## src/rtl/uart_pkg.sv

```systemverilog
// Shared UART definitions: FSM states, 8N1 frame constants
// and bit-period computation, reused by the TX and RX paths.
package uart_pkg;

  typedef enum logic [1:0] {
    IDLE  = 2'd0,
    START = 2'd1,
    DATA  = 2'd2,
    STOP  = 2'd3
  } uart_state_t;

  localparam int   UART_DATA_BITS = 8;
  localparam logic UART_START_BIT = 1'b0;
  localparam logic UART_STOP_BIT  = 1'b1;

  function automatic int uart_clks_per_bit(
    input int clock_freq,
    input int baud_rate
  );
    return clock_freq / baud_rate;
  endfunction

endpackage

```

## src/rtl/uart_tx_fifo.sv

```systemverilog
// Synchronous transmit FIFO, DEPTH x WIDTH, with flush.
// Ports: i_push/i_din, i_pop/o_dout (head), o_full, o_empty.
module uart_tx_fifo #(
  parameter int DEPTH = 4,
  parameter int WIDTH = 8
) (
  input  logic             clk,
  input  logic             rst,
  input  logic             i_flush,
  input  logic             i_push,
  input  logic [WIDTH-1:0] i_din,
  input  logic             i_pop,
  output logic [WIDTH-1:0] o_dout,
  output logic             o_full,
  output logic             o_empty
);

  localparam int PTR_W = $clog2(DEPTH);
  localparam logic [PTR_W:0] CNT_FULL = (PTR_W+1)'(DEPTH);

  logic [WIDTH-1:0] r_mem [DEPTH];
  logic [PTR_W-1:0] r_wr_ptr;
  logic [PTR_W-1:0] r_rd_ptr;
  logic [PTR_W:0]   r_count;
  logic             w_do_push;
  logic             w_do_pop;

  assign w_do_push = i_push && !o_full;
  assign w_do_pop  = i_pop && !o_empty;
  assign o_full    = (r_count == CNT_FULL);
  assign o_empty   = (r_count == '0);
  assign o_dout    = r_mem[r_rd_ptr];

  always_ff @(posedge clk) begin
    if (w_do_push && !i_flush)
      r_mem[r_wr_ptr] <= i_din;
  end

  always_ff @(posedge clk or posedge rst) begin
    if (rst) begin
      r_wr_ptr <= '0;
      r_rd_ptr <= '0;
      r_count  <= '0;
    end else if (i_flush) begin
      r_wr_ptr <= '0;
      r_rd_ptr <= '0;
      r_count  <= '0;
    end else begin
      if (w_do_push)
        r_wr_ptr <= r_wr_ptr + 1'b1;
      if (w_do_pop)
        r_rd_ptr <= r_rd_ptr + 1'b1;
      unique case ({w_do_push, w_do_pop})
        2'b10:   r_count <= r_count + 1'b1;
        2'b01:   r_count <= r_count - 1'b1;
        default: r_count <= r_count;
      endcase
    end
  end

endmodule

```

## src/rtl/uart_tx.sv

```systemverilog
// UART transmitter, 8N1, with a small input FIFO.
// Ports: data/valid/ready byte input, tx serial out, busy.
module uart_tx
  import uart_pkg::*;
#(
  parameter int BAUD_RATE  = 9600,
  parameter int CLOCK_FREQ = 38400000,
  parameter int FIFO_DEPTH = 4
) (
  input  logic       clk,
  input  logic       rst,
  input  logic       soft_reset,
  input  logic [7:0] data,
  input  logic       valid,
  output logic       ready,
  output logic       tx,
  output logic       busy
);

  localparam int CLKS_PER_BIT =
    uart_clks_per_bit(CLOCK_FREQ, BAUD_RATE);
  localparam int CNT_W =
    (CLKS_PER_BIT > 1) ? $clog2(CLKS_PER_BIT) : 1;
  localparam logic [CNT_W-1:0] CNT_MAX =
    CNT_W'(CLKS_PER_BIT - 1);
  localparam logic [3:0] IDX_MAX =
    4'(UART_DATA_BITS - 1);

  uart_state_t      r_state;
  uart_state_t      w_state_next;
  logic [CNT_W-1:0] r_clk_cnt;
  logic [3:0]       r_bit_idx;
  logic [7:0]       r_shift;
  logic             r_tx;
  logic             w_tx_next;
  logic             w_full;
  logic             w_empty;
  logic             w_push;
  logic             w_pop;
  logic             w_bit_end;
  logic             w_last_bit;
  logic [7:0]       w_fifo_dout;

  assign w_push     = valid && !w_full;
  assign ready      = !w_full;
  assign tx         = r_tx;
  assign w_bit_end  = (r_clk_cnt == CNT_MAX);
  assign w_last_bit = (r_bit_idx == IDX_MAX);
  assign busy       = (r_state != IDLE) || !w_empty;

  uart_tx_fifo #(
    .DEPTH (FIFO_DEPTH),
    .WIDTH (8)
  ) u_fifo (
    .clk     (clk),
    .rst     (rst),
    .i_flush (soft_reset),
    .i_push  (w_push),
    .i_din   (data),
    .i_pop   (w_pop),
    .o_dout  (w_fifo_dout),
    .o_full  (w_full),
    .o_empty (w_empty)
  );

  always_ff @(posedge clk or posedge rst) begin
    if (rst) begin
      r_state   <= IDLE;
      r_clk_cnt <= '0;
      r_bit_idx <= '0;
      r_shift   <= '0;
      r_tx      <= 1'b1;
    end else if (soft_reset) begin
      r_state   <= IDLE;
      r_clk_cnt <= '0;
      r_bit_idx <= '0;
      r_shift   <= '0;
      r_tx      <= 1'b1;
    end else begin
      r_state <= w_state_next;
      r_tx    <= w_tx_next;
      if (r_state == IDLE || w_bit_end)
        r_clk_cnt <= '0;
      else
        r_clk_cnt <= r_clk_cnt + 1'b1;
      if (r_state == DATA && w_bit_end)
        r_bit_idx <= w_last_bit ? '0 : r_bit_idx + 1'b1;
      // byte is owned by the shifter from pop time on
      if (w_pop)
        r_shift <= w_fifo_dout;
      else if (r_state == DATA && w_bit_end)
        r_shift <= r_shift >> 1;
    end
  end

  always_comb begin
    w_state_next = r_state;
    unique case (r_state)
      IDLE:
        if (!w_empty) w_state_next = START;
      START:
        if (w_bit_end) w_state_next = DATA;
      DATA:
        if (w_bit_end && w_last_bit) w_state_next = STOP;
      STOP:
        if (w_bit_end)
          w_state_next = w_empty ? IDLE : START;
      default:
        w_state_next = IDLE;
    endcase
  end

  // tx is registered: compute the level for the next bit
  always_comb begin
    w_pop     = 1'b0;
    w_tx_next = r_tx;
    unique case (r_state)
      IDLE:
        if (!w_empty) begin
          w_pop     = 1'b1;
          w_tx_next = UART_START_BIT;
        end
      START:
        if (w_bit_end) w_tx_next = r_shift[0];
      DATA:
        if (w_bit_end)
          w_tx_next = w_last_bit ? UART_STOP_BIT : r_shift[1];
      STOP:
        if (w_bit_end) begin
          if (!w_empty) begin
            w_pop     = 1'b1;
            w_tx_next = UART_START_BIT;
          end else begin
            w_tx_next = UART_STOP_BIT;
          end
        end
      default:
        w_tx_next = 1'b1;
    endcase
  end

endmodule

```

## config.mk

```make
export PLATFORM = sky130hd
export DESIGN_NAME = uart_tx
export DESIGN_NICKNAME = d
export VERILOG_FILES = /design/src/rtl/uart_pkg.sv /design/src/rtl/uart_tx_fifo.sv /design/src/rtl/uart_tx.sv
export SDC_FILE = /design/constraint.sdc
export NUM_CORES = 1
export LEC_CHECK = 0
export BUFFER_PORTS_ARGS = -buffer_cell sky130_fd_sc_hd__buf_2
export CAP_MARGIN = 20
export CORE_ASPECT_RATIO = 0.5
export CORE_MARGIN = 1
export CORE_UTILIZATION = 55
export DETAILED_ROUTE_END_ITERATION = 7
export HOLD_SLACK_MARGIN = 0.02
export PLACE_DENSITY = 0.73
export SLEW_MARGIN = 20
export SYNTH_ARGS = -nofsm -noshare
export SYNTH_HDL_FRONTEND = slang
export SYNTH_HIERARCHICAL = 1
export SYNTH_SLANG_ARGS = --single-unit
export TNS_END_PERCENT = 20
```

## constraint.sdc

```tcl
create_clock -name clk -period 4.52 [get_ports clk]
set_clock_uncertainty 0.2 [all_clocks]
set_input_delay 0.452 -clock clk [delete_from_list [all_inputs] [get_ports clk]]
set_output_delay 0.452 -clock clk [all_outputs]
set_load 0.05 [all_outputs]
```

## Yosys cells after proc, flatten, opt, wreduce, memory -nomap -nowiden

Memory sizes are Yosys's and may differ from the RTL's.
Index checks and enable logic that the tools add are counted.

- Flip-flop bits (word level): 34
- Bits in latches: 0
- RAM bits: 32
- Bits in read-only memories: 0
- Input port bits: 12
- Output and inout port bits: 3
- Word-level logic and storage cells: 83
- Memories kept: 1

Memories:

| memory | words | bits a word | read ports | clocked after Yosys merged registers in | wr ports | RTL line | text |
|---|---|---|---|---|---|---|---|
| u_fifo.r_mem | 4 | 8 | 1 | 0 | 1 | uart_tx_fifo.sv:21 | `logic [WIDTH-1:0] r_mem [DEPTH];` |

- Add/subtract/negate cells: 6
- Multipliers: 0
- Divide/modulo/power cells: 0
- Magnitude comparators: 0
- Equal/unequal tests: 13
- Shifts and indexed selects: 0
- Multiplexer cells: 34
- Bitwise operators: 0
- Reduce and logical (&&, ||, !) cells: 21

Operators with widths:

| cell | number |
|---|---|
| 2-to-1 mux 12 bit | 2 |
| 2-to-1 mux 8 bit | 3 |
| 2-to-1 mux 2 bit | 9 |
| adder 12 x 1 -> 12 bit, second input constant | 1 |
| == test 12 bit, second input constant | 1 |
| 2-to-1 mux 1 bit | 12 |
| 2-to-1 mux 4 bit | 3 |
| != test 3 bit, second input constant | 4 |
| case mux 2 bit (4 select lines) | 1 |
| AND reduction 4 bit | 2 |
| nonzero test 2 bit | 4 |
| == test 2 bit, second input constant | 3 |
| logical AND 1 bit | 6 |
| case mux 3 bit (2 select lines) | 1 |
| nonzero test 3 bit | 2 |
| adder 2 x 1 -> 2 bit, second input constant | 2 |
| adder 4 x 1 -> 4 bit, second input constant | 1 |
| == test 2 x 1 -> 1 bit, second input constant | 2 |
| == test 4 x 3 -> 1 bit, second input constant | 1 |
| case mux 1 bit (4 select lines) | 1 |
| adder 3 x 1 -> 3 bit, second input constant | 1 |
| == test 3 bit, second input constant | 1 |
| logical NOT 1 bit | 3 |
| logical NOT 3 bit | 1 |
| 6 further kinds | 7 |

## Logic depth before layout (Yosys ltp)

Gate-level depths: netlist of run 1.

- Depth after elaboration: 8
- Mapped depth: 15
- Depth with buffers taken out: 12

## By module

The synthesis of run 1 kept the hierarchy.

By module, submodules not included:

| module | times used | cells an instance | area an instance (um^2) |
|---|---|---|---|
| uart_tx_fifo | 1 | 107 | 1704.1 |
| uart_tx | 1 | 156 | 1561.5 |

## Least setup slack after synthesis of run 1

OpenSTA, ideal clock, no wires.

- Kind: flip-flop to flip-flop
- Start: reg r_state[0]
- End: reg u_fifo.r_count[1]
- Library setup time: 0.132 ns
- Arrival: 2.852 ns
- Required time: 4.188 ns
- Slack: 1.336 ns
- Cell stages (with the launch flop): 15
- Clock period less this slack: 3.184 ns
- Path through: dfrtp_1 > inv_1 > ha_1 > or2_2 > buf_1 > or2_2 > buf_6 > inv_1 > buf_2 > o21ai_1 > a21oi_1 > fa_1 > o311a_1 > a21oi_1 > nor3_1

- Word-level cells in the longest chain between the ends: 6
- Elaborated cells on any way between the ends: 9

Ends and longest elaborated chain:

| element | RTL line | text |
|---|---|---|
| from (decl) | uart_tx.sv:29 | `uart_state_t r_state;` |
| from (signal assigned) | uart_tx.sv:80 | `r_state <= w_state_next;` |
| == test 2 bit or logical NOT 2 bit (tied branches) | uart_tx.sv:117 | `unique case (r_state)` |
| case mux 1 bit (2 select lines) * | uart_tx.sv:117 |  |
| net w_pop | uart_tx.sv:39 | `logic w_pop;` |
| logical AND 1 bit * | uart_tx_fifo.sv:29 | `assign w_do_pop = i_pop && !o_empty;` |
| == test 2 x 1 -> 1 bit or == test 2 bit (tied branches) | uart_tx_fifo.sv:53 | `unique case ({w_do_push, w_do_pop})` |
| case mux 3 bit (2 select lines) | uart_tx_fifo.sv:53 |  |
| 2-to-1 mux 3 bit | uart_tx_fifo.sv:44 | `end else if (i_flush) begin` |
| to (signal assigned) | uart_tx_fifo.sv:54 | `2'b10: r_count <= r_count + 1'b1;` |
| to (signal assigned) | uart_tx_fifo.sv:55 | `2'b01: r_count <= r_count - 1'b1;` |
| to (signal assigned) | uart_tx_fifo.sv:56 | `default: r_count <= r_count;` |
| to (decl) | uart_tx_fifo.sv:24 | `logic [PTR_W:0] r_count;` |

The timed path passes the listed nets; every way through them passes the cells marked *.
A chain may end at the register's enable or synchronous reset.

## Worst setup path after layout of run 1

- Start: reg r_clk_cnt[0]
- End: reg u_fifo.r_count[1]

- Word-level cells in the longest chain between the ends: 7
- Elaborated cells on any way between the ends: 9

Ends and longest elaborated chain:

| element | RTL line | text |
|---|---|---|
| from (decl) | uart_tx.sv:31 | `logic [CNT_W-1:0] r_clk_cnt;` |
| from (signal assigned) | uart_tx.sv:85 | `r_clk_cnt <= r_clk_cnt + 1'b1;` |
| == test 12 bit * | uart_tx.sv:47 | `assign w_bit_end = (r_clk_cnt == CNT_MAX);` |
| 2-to-1 mux 1 bit * | uart_tx.sv:129 | `if (w_bit_end) begin` |
| case mux 1 bit (2 select lines) * | uart_tx.sv:117 |  |
| net w_pop | uart_tx.sv:39 |  |
| logical AND 1 bit * | uart_tx_fifo.sv:29 |  |
| == test 2 x 1 -> 1 bit or == test 2 bit (tied branches) | uart_tx_fifo.sv:53 |  |
| case mux 3 bit (2 select lines) | uart_tx_fifo.sv:53 |  |
| 2-to-1 mux 3 bit | uart_tx_fifo.sv:44 |  |

Marks and branches as above.

==> results of run 1 <==
cell usage in the layout, fill, tap and decap left out, drive strengths merged, types with 2 or more instances in the layout:
cell type,n
nand3,7
a31o,2
nor4,3
ha,10
or3,3
nor2b,2
and4,2
xor2,5
edfxtp,32
o211ai,2
clkbuf,10
inv,14
a21oi,17
buf,14
nor3,5
nor2,23
and2,6
bufinv,3
nand4,6
xnor2,9
mux2i,10
o21ai,8
clkinv,2
dfrtp,33
o31ai,8
or2,3
mux4,8
nand2,10
stage by stage:
step	util (%)	instances	setup slack [ns]	area, sq um	total power, mW
3_3_place_gp	59.8	336	1.23	3360	1.05
4_1_cts	65.9	353	1.02	3700	1.84
6_report	65.9	353	1.03	3700	1.82
3_5_place_dp	59.8	336	1.04	3360	1.06
2_1_floorplan	-	263	1.34	3270	0.991
5_1_grt	65.9	353	0.795	3700	1.90
worst max-delay path by stage:
| stage | from | to | slack [ns] | depth (start not counted) |
|---|---|---|---|---|
| final | r_clk_cnt[0]$_DFF_PP0_ | u_fifo/r_count[1]$_DFFE_PP0P_ | 1.03 | 11 |
| after global routing | r_clk_cnt[0]$_DFF_PP0_ | u_fifo/r_count[2]$_DFFE_PP0P_ | 0.79 | 12 |
| after CTS | r_clk_cnt[0]$_DFF_PP0_ | u_fifo/r_count[1]$_DFFE_PP0P_ | 1.02 | 11 |
| after detailed placement | r_clk_cnt[0]$_DFF_PP0_ | u_fifo/r_count[1]$_DFFE_PP0P_ | 1.04 | 11 |
| after global placement | r_clk_cnt[0]$_DFF_PP0_ | u_fifo/r_count[2]$_DFFE_PP0P_ | 1.23 | 12 |
| after floorplan | r_state[0]$_DFFE_PP0P_ | u_fifo/r_count[1]$_DFFE_PP0P_ | 1.34 | 14 |
state kept, by name, indices dropped and copies added, names as in the netlist:
name             count
r_clk_cnt           12
r_bit_idx            4
tx                   1
u_fifo/r_mem        32
r_shift              8
u_fifo/r_wr_ptr      2
u_fifo/r_count       3
r_state              2
u_fifo/r_rd_ptr      2
layer usage:
metal | track usage (%) | routed length [um] | vias to the layer above
met5 | 0 | 0 | -
met4 | 11.7 | 123 | 0
met3 | 7.24 | 230 | 12
met2 | 33.3 | 2660 | 30
met1 | 26.0 | 2650 | 1010
li1 | - | - | 1002
power by group:
group          switching (mW)  internal, mW  total [mW]
registers              0.0352         0.680       0.716
logic                   0.209         0.123       0.332
clock network           0.240         0.534       0.774
cells by family after synthesis:
family	after synthesis
fa+ha+maj	11
mux	18
xor+xnor	14
compound gates	50
buf+inv	28
simple gates	76
flops	66
final cells by class:
cell class	count	area [sq um]	area share (%)
clock buffer	10	229	6.19
clock inverter	6	105	2.84
inverter	14	52.6	1.42
multi-input combinational	169	1330	35.9
sequential	66	1810	49.0
tap	73	91.3	2.47
timing repair buffer	15	80.1	2.16
worst max-delay path: cells and delay by family (launching register included):
family	cells	cell delay (ns)
AOI/OAI and AO/OA	5	0.86
adders and majority gates	2	0.68
buffers and inverters	1	0.28
DFF	1	0.38
and+or+nand+nor	3	0.95
==> impl_metrics.yaml, run 1 <==
yosys:
  yosys-top-cells-area: "edfxtp_1 29%, dfrtp_1 25%, mux4_2 5.5%, ha_1 3.8%, mux2i_1 3.1%"
  ys_seq_area_share_pct: 55.5
  synthAdderAreaFrac_pct: 4.44
  synth_top_family_by_area: "simple AND/OR/NAND/NOR gates"
  synthFlopType: "dfrtp_1"
  synthDistinctLibCells: 55
  syn_area_sq_mm: 0.00327
  synth.area.mux_share_pct: 8.58
  synth_top_area_share_pct: 29.4
  ys_warn_count: 6
  yosysMostFrequentCell: "dfrtp_1"
  syn_nets: 286
  ys_ff_latch: 66
  synth_compound_area_share_pct: 11.0
  synth-edff-count: 32
  synth_xor_area_share_pct: 3.75
  yosys-top-cells-count: "33 x dfrtp_1, 32 x edfxtp_1, 23 x nor2_1"
  synthArstFlopShare_pct: 51.5
  synth_simple_gate_area_share_pct: 12.9
  yosysTopAreaCell: "edfxtp_1"
  syn_avg_cell_area_sq_um: 12.4
  synthCells: 263
worst_setup_path:
  cp_cell_sequence: "ha_1, and4_1, a41oi_4, or2_2, inv_1, o21ai_1, a21oi_1, fa_1, o311a_1, a21oi_1, nor3_1"
  crit_path_end_kind: "register"
  r2r_cells: 11
  path_max_fanout: 12
  cp.required_ns: 4.52
  slowest_delay_ns: 0.48
  critPathArrivalTime_ns: 3.49
  cpMaxStageDelayCell: "and4_1"
  r2r-end: "u_fifo/r_count[1]$_DFFE_PP0P_"
  reg2reg_slack_ns: 1.03
  rr_startpoint: "r_clk_cnt[0]$_DFF_PP0_"
  cp_common_cell: "a21oi_1"
  start_kind: "register"
  path_class: "reg2reg"
cts:
  post_cts_resize_count: 0
  clk_path_buf_depth: 2
  cts_root_buf: "clkbuf_16"
  hold_buffers: 1
  cts_tree: "yes"
  postCtsSetupRepairBufs: 0
  clkLatencyLatePin_ns: 0.33
  numCtsBuffers: 9
  cts.sink_count: 66
  htreeDepth: 3
  clkTransAtPathRegs_ns: 0.05
routing:
  via_count: 2054
  dr.pass1.iters: 4
  vias_per_cell: 5.82
  drcViolationCount: 0
  wl_per_cell_um: 16.0
  routed_wl_um: 5660
  first_iter_violations: 159
  ant_nets: 0
die:
  initial_core_util_pct: 58.2
  die_y_um: 56.5
  fp.dieArea_sq_mm: 0.00627
  io_pins: 15
  core_area_sq_mm: 0.00561
  dieWidth_um: 111
  rows: 19
hold_path:
  hp-start: "data[3]"
  hold_path_class: "in2reg"
  min_to: "u_fifo/r_mem[2][3]$_DFFE_PP_"
  whs_path_depth: 1
grt:
  grt_pass1_vias: 2080
  antenna_found_initial: 0
  grt.total_usage_pct: 21.1
  grt_pass1_wl_um: 9690
  grt_max_degree: 28
  grt.overflow.total: 0
sta:
  timing.final.crit_share_pct: 77.2
  min_period_ns: 3.49
  holdWs_ns: 0.136
  fin_tns_setup_ns: 0
  tightest_slew_ns: 0.850
  drv_slew: 0
  max_freq_mhz: 287
  setup_viol: 0
  timing.slew.headroom_pct: 43.2
  hold_viol: 0
  rsz0062_at_grt: "no"
final_layout:
  syn_to_final_growth_pct: 13.3
  fill_cells: 395
  drive_above_1_share_pct: 16.8
  fin_nets: 298
  diodes: 0
run:
  drv_cap: 0
pwr:
  powerDensity_mw_per_mm2: 492
  leakage_nw: 1.47
  vdd_drop_max_mv: 0.314
run_status:
  status: "completed"
placed_design:
  port-buffer-count: 14
  gp_congestion: 0.792
  dp_hpwl_um: 3840
Note: power is estimated with default switching activity, not from simulation.
==> inputs of run 2 (changes only) <==
--- a/config.mk
+++ b/config.mk
@@ -5,6 +5,7 @@
 export SDC_FILE = /design/constraint.sdc
 export NUM_CORES = 1
 export LEC_CHECK = 0
+export ABC_AREA = 1
 export BUFFER_PORTS_ARGS = -buffer_cell sky130_fd_sc_hd__buf_2
 export CAP_MARGIN = 20
 export CORE_ASPECT_RATIO = 0.5
==> constraint.sdc (replaced) <==
create_clock -name clk -period 3.5 [get_ports clk]
set_clock_uncertainty 0.2 [all_clocks]
set_input_delay 0.35 -clock clk [delete_from_list [all_inputs] [get_ports clk]]
set_output_delay 0.35 -clock clk [all_outputs]
set_load 0.05 [all_outputs]
==> run 2 against run 1 <==
Synthesized cell count increased by 28%. Synthesized area fell by 1.5%. Maximum frequency is 25% higher. Combinational power is 79% higher. Die area shrank 1.5%. Highest routed layer unchanged. Sequential power up 38%. Final cell count rose by 24%. Count of clock-buffer cells in the layout fell by 1.
==> impl_metrics.yaml, run 2 <==
final_layout:
  seq_area_sq_mm: 0.00181
  fill_cells: 450
  drive_above_1_share_pct: 14.8
  mostFrequentLayoutCells: "81 x nand2_1, 37 x nor2_1, 33 x dfrtp_1"
  utilization_pct: 66.2
  final_common_cell: "nand2_1"
  multi_input_area_sq_mm: 0.00124
  largest_register_ffs: 32
  fin_nets: 384
  syn_to_final_growth_pct: 14.5
  diodes: 0
  top_register: "u_fifo/r_mem"
  reg_top3: "u_fifo/r_mem: 32 flops, r_clk_cnt: 12 flops, r_shift: 8 flops"
yosys:
  synthFlopType: "dfrtp_1"
  syn_area_sq_mm: 0.00322
  synth-edff-count: 32
  syn_avg_cell_area_sq_um: 9.54
  ys_seq_area_share_pct: 56.4
  ys_warn_count: 6
  yosysTopAreaCell: "edfxtp_1"
  synthCells: 337
  synthDistinctLibCells: 35
  ys_ff_latch: 66
  yosys-top-cells-area: "edfxtp_1 30%, dfrtp_1 26%, nand2_1 9.5%, nor2_1 4.3%, o21ai_0 4.0%"
  yosysMostFrequentCell: "nand2_1"
  yosys-top-cells-count: "81 x nand2_1, 37 x nor2_1, 33 x dfrtp_1"
  synthArstFlopShare_pct: 51.5
  synth_top_area_share_pct: 29.9
  syn_nets: 360
cts:
  cts_root_buf: "clkbuf_16"
  clkTransAtPathRegs_ns: 0.05
  post_cts_resize_count: 0
  cts_tree: "yes"
  numCtsBuffers: 9
  cts.sink_count: 66
  clkLatencyLatePin_ns: 0.33
  postCtsSetupRepairBufs: 0
  clk_path_buf_depth: 2
  htreeDepth: 3
sta:
  rsz0062_at_grt: "no"
  timing.final.crit_share_pct: 79.7
  tightest_slew_ns: 0.795
  holdWs_ns: 0.0290
  fin_tns_setup_ns: 0
  min_period_ns: 2.79
  drv_slew: 0
  hold_viol: 0
  setup_viol: 0
  max_freq_mhz: 358
  timing.slew.headroom_pct: 46.8
die:
  fp.dieArea_sq_mm: 0.00617
  io_pins: 15
  initial_core_util_pct: 57.8
  dieWidth_um: 110
  core_area_sq_mm: 0.00556
  rows: 19
  die_y_um: 56.1
run:
  drv_cap: 0
pwr:
  finalPower_mw: 2.46
  clockPowerShare_pct: 35.7
  p_int_mw: 1.63
  leakage_nw: 1.62
  p_sw_mw: 0.824
  power_frac_comb_pct: 24.2
  p_sw_share_pct: 33.5
  powerDensity_mw_per_mm2: 667
  seqPwrFrac_pct: 40.1
  vdd_drop_max_mv: 0.473
worst_setup_path:
  r2r-end: "u_fifo/r_count[2]$_DFFE_PP0P_"
  rr_startpoint: "u_fifo/r_count[0]$_DFFE_PP0P_"
  path_max_fanout: 9
  reg2reg_slack_ns: 0.71
  r2r_cells: 19
  path_class: "reg2reg"
  cp.required_ns: 3.52
  crit_path_end: "u_fifo/r_count[2]$_DFFE_PP0P_"
  crit_path_end_kind: "register"
  crit_start: "u_fifo/r_count[0]$_DFFE_PP0P_"
  critPathArrivalTime_ns: 2.81
  start_kind: "register"
grt:
  grt_max_degree: 28
  grt.overflow.total: 0
  grt.total_usage_pct: 23.8
  grt_pass1_vias: 2319
  antenna_found_initial: 0
  grt_pass1_wl_um: 10500
routing:
  first_iter_violations: 106
  dr.pass1.iters: 4
  drcViolationCount: 0
  via_count: 2349
  routed_wl_um: 6150
  wl_per_cell_um: 14.0
  vias_per_cell: 5.36
  ant_nets: 0
placed_design:
  gp_congestion: 0.814
  dp_hpwl_um: 4250
  port-buffer-count: 14
run_status:
  status: "completed"
hold_path:
  hold_path_class: "in2reg"
  hp-start: "data[2]"
run 2: cell types whose count changed after synthesis, sizes merged, moves of 8 or more:
cell / delta
o31ai: -8
mux2i: -10
mux4: -8
o22ai: +8
nor2: +20
inv: +21
a21oi: -10
nand3: +15
o21ai: +19
nand2: +78
run 2: repair_timing:
item / CTS / global route
hold buffers: 3 / 0
endpoints found under the hold margin: 12 / 0
setup endpoints to repair: 0 / 0
run 2: final cells by class:
| cell class | instances | area share, % |
|---|---|---|
| clock buffers | 9 | 6.12 |
| well taps | 73 | 2.48 |
| inverters | 37 | 3.77 |
| flip-flops and latches | 66 | 49.3 |
| repair buffers | 17 | 2.72 |
| multi-input cells | 230 | 33.8 |
| clock inverters | 6 | 1.87 |
run 2: cells by family (layout without fill, tap and decap cells):
group / Yosys count / in the layout / share of synthesized area (%)
fa+ha+maj: 11 / 11 / 4.51
compound gates: 48 / 48 / 8.68
simple gates: 164 / 164 / 23.6
flops: 66 / 66 / 56.4
xor+xnor: 7 / 7 / 1.91
buf+inv: 41 / 69 / 4.94
run 2: per-layer routing:
layer  vias up  track usage, %  wire length (um)
met4         0            9.21                88
li1       1166               -                 -
met3         9            9.72               349
met2        53            38.2              2960
met1      1121            28.7              2760
met5         -               0                 0
run 2: worst max-delay path, stage by stage (launching register included):
cell and delay [ns]:
dfrtp_1 0.43, inv_1 0.09, nand2_1 0.06, nor2_1 0.20
nor2_1 0.12, nand4_2 0.13, nand2_4 0.09, nand2_4 0.13
inv_2 0.07, inv_1 0.06, a21oi_2 0.05, nand2_2 0.11
inv_1 0.07, fa_1 0.37, xnor2_1 0.20, inv_1 0.06
nand2_1 0.06, nand2_1 0.05, nand3_1 0.06, nand2_1 0.05
run 2: per-stage QoR:
step	cell area, sq um	cells	setup WS (ns)
4_1_cts	3680	438	0.719
3_5_place_dp	3360	420	0.729
2_1_floorplan	3220	337	0.967
3_3_place_gp	3360	420	0.848
5_1_grt	3680	438	0.419
6_report	3680	438	0.710
run 2: power by group through the flow:
| stage | registers, mW | logic [mW] | clock network, mW |
|---|---|---|---|
| after floorplan | 0.993 | 0.456 | 0 |
| after detailed placement | 0.997 | 0.591 | 0 |
| final | 0.985 | 0.595 | 0.876 |
| after global placement | 0.995 | 0.570 | 0 |
| after CTS | 0.984 | 0.597 | 0.889 |
| after global routing | 0.999 | 0.679 | 0.925 |
run 2: how the worst min path moves through the flow:
stage,slack [ns],depth (start not counted),end
after CTS,0.02,1,u_fifo/r_mem[0][2]$_DFFE_PP_
after detailed placement,0.1,2,u_fifo/r_count[2]$_DFFE_PP0P_
after floorplan,-0.05,1,u_fifo/r_count[0]$_DFFE_PP0P_
final,0.03,1,u_fifo/r_mem[2][2]$_DFFE_PP_
after global routing,0.03,1,u_fifo/r_mem[1][2]$_DFFE_PP_
after global placement,0.1,2,u_fifo/r_count[2]$_DFFE_PP0P_
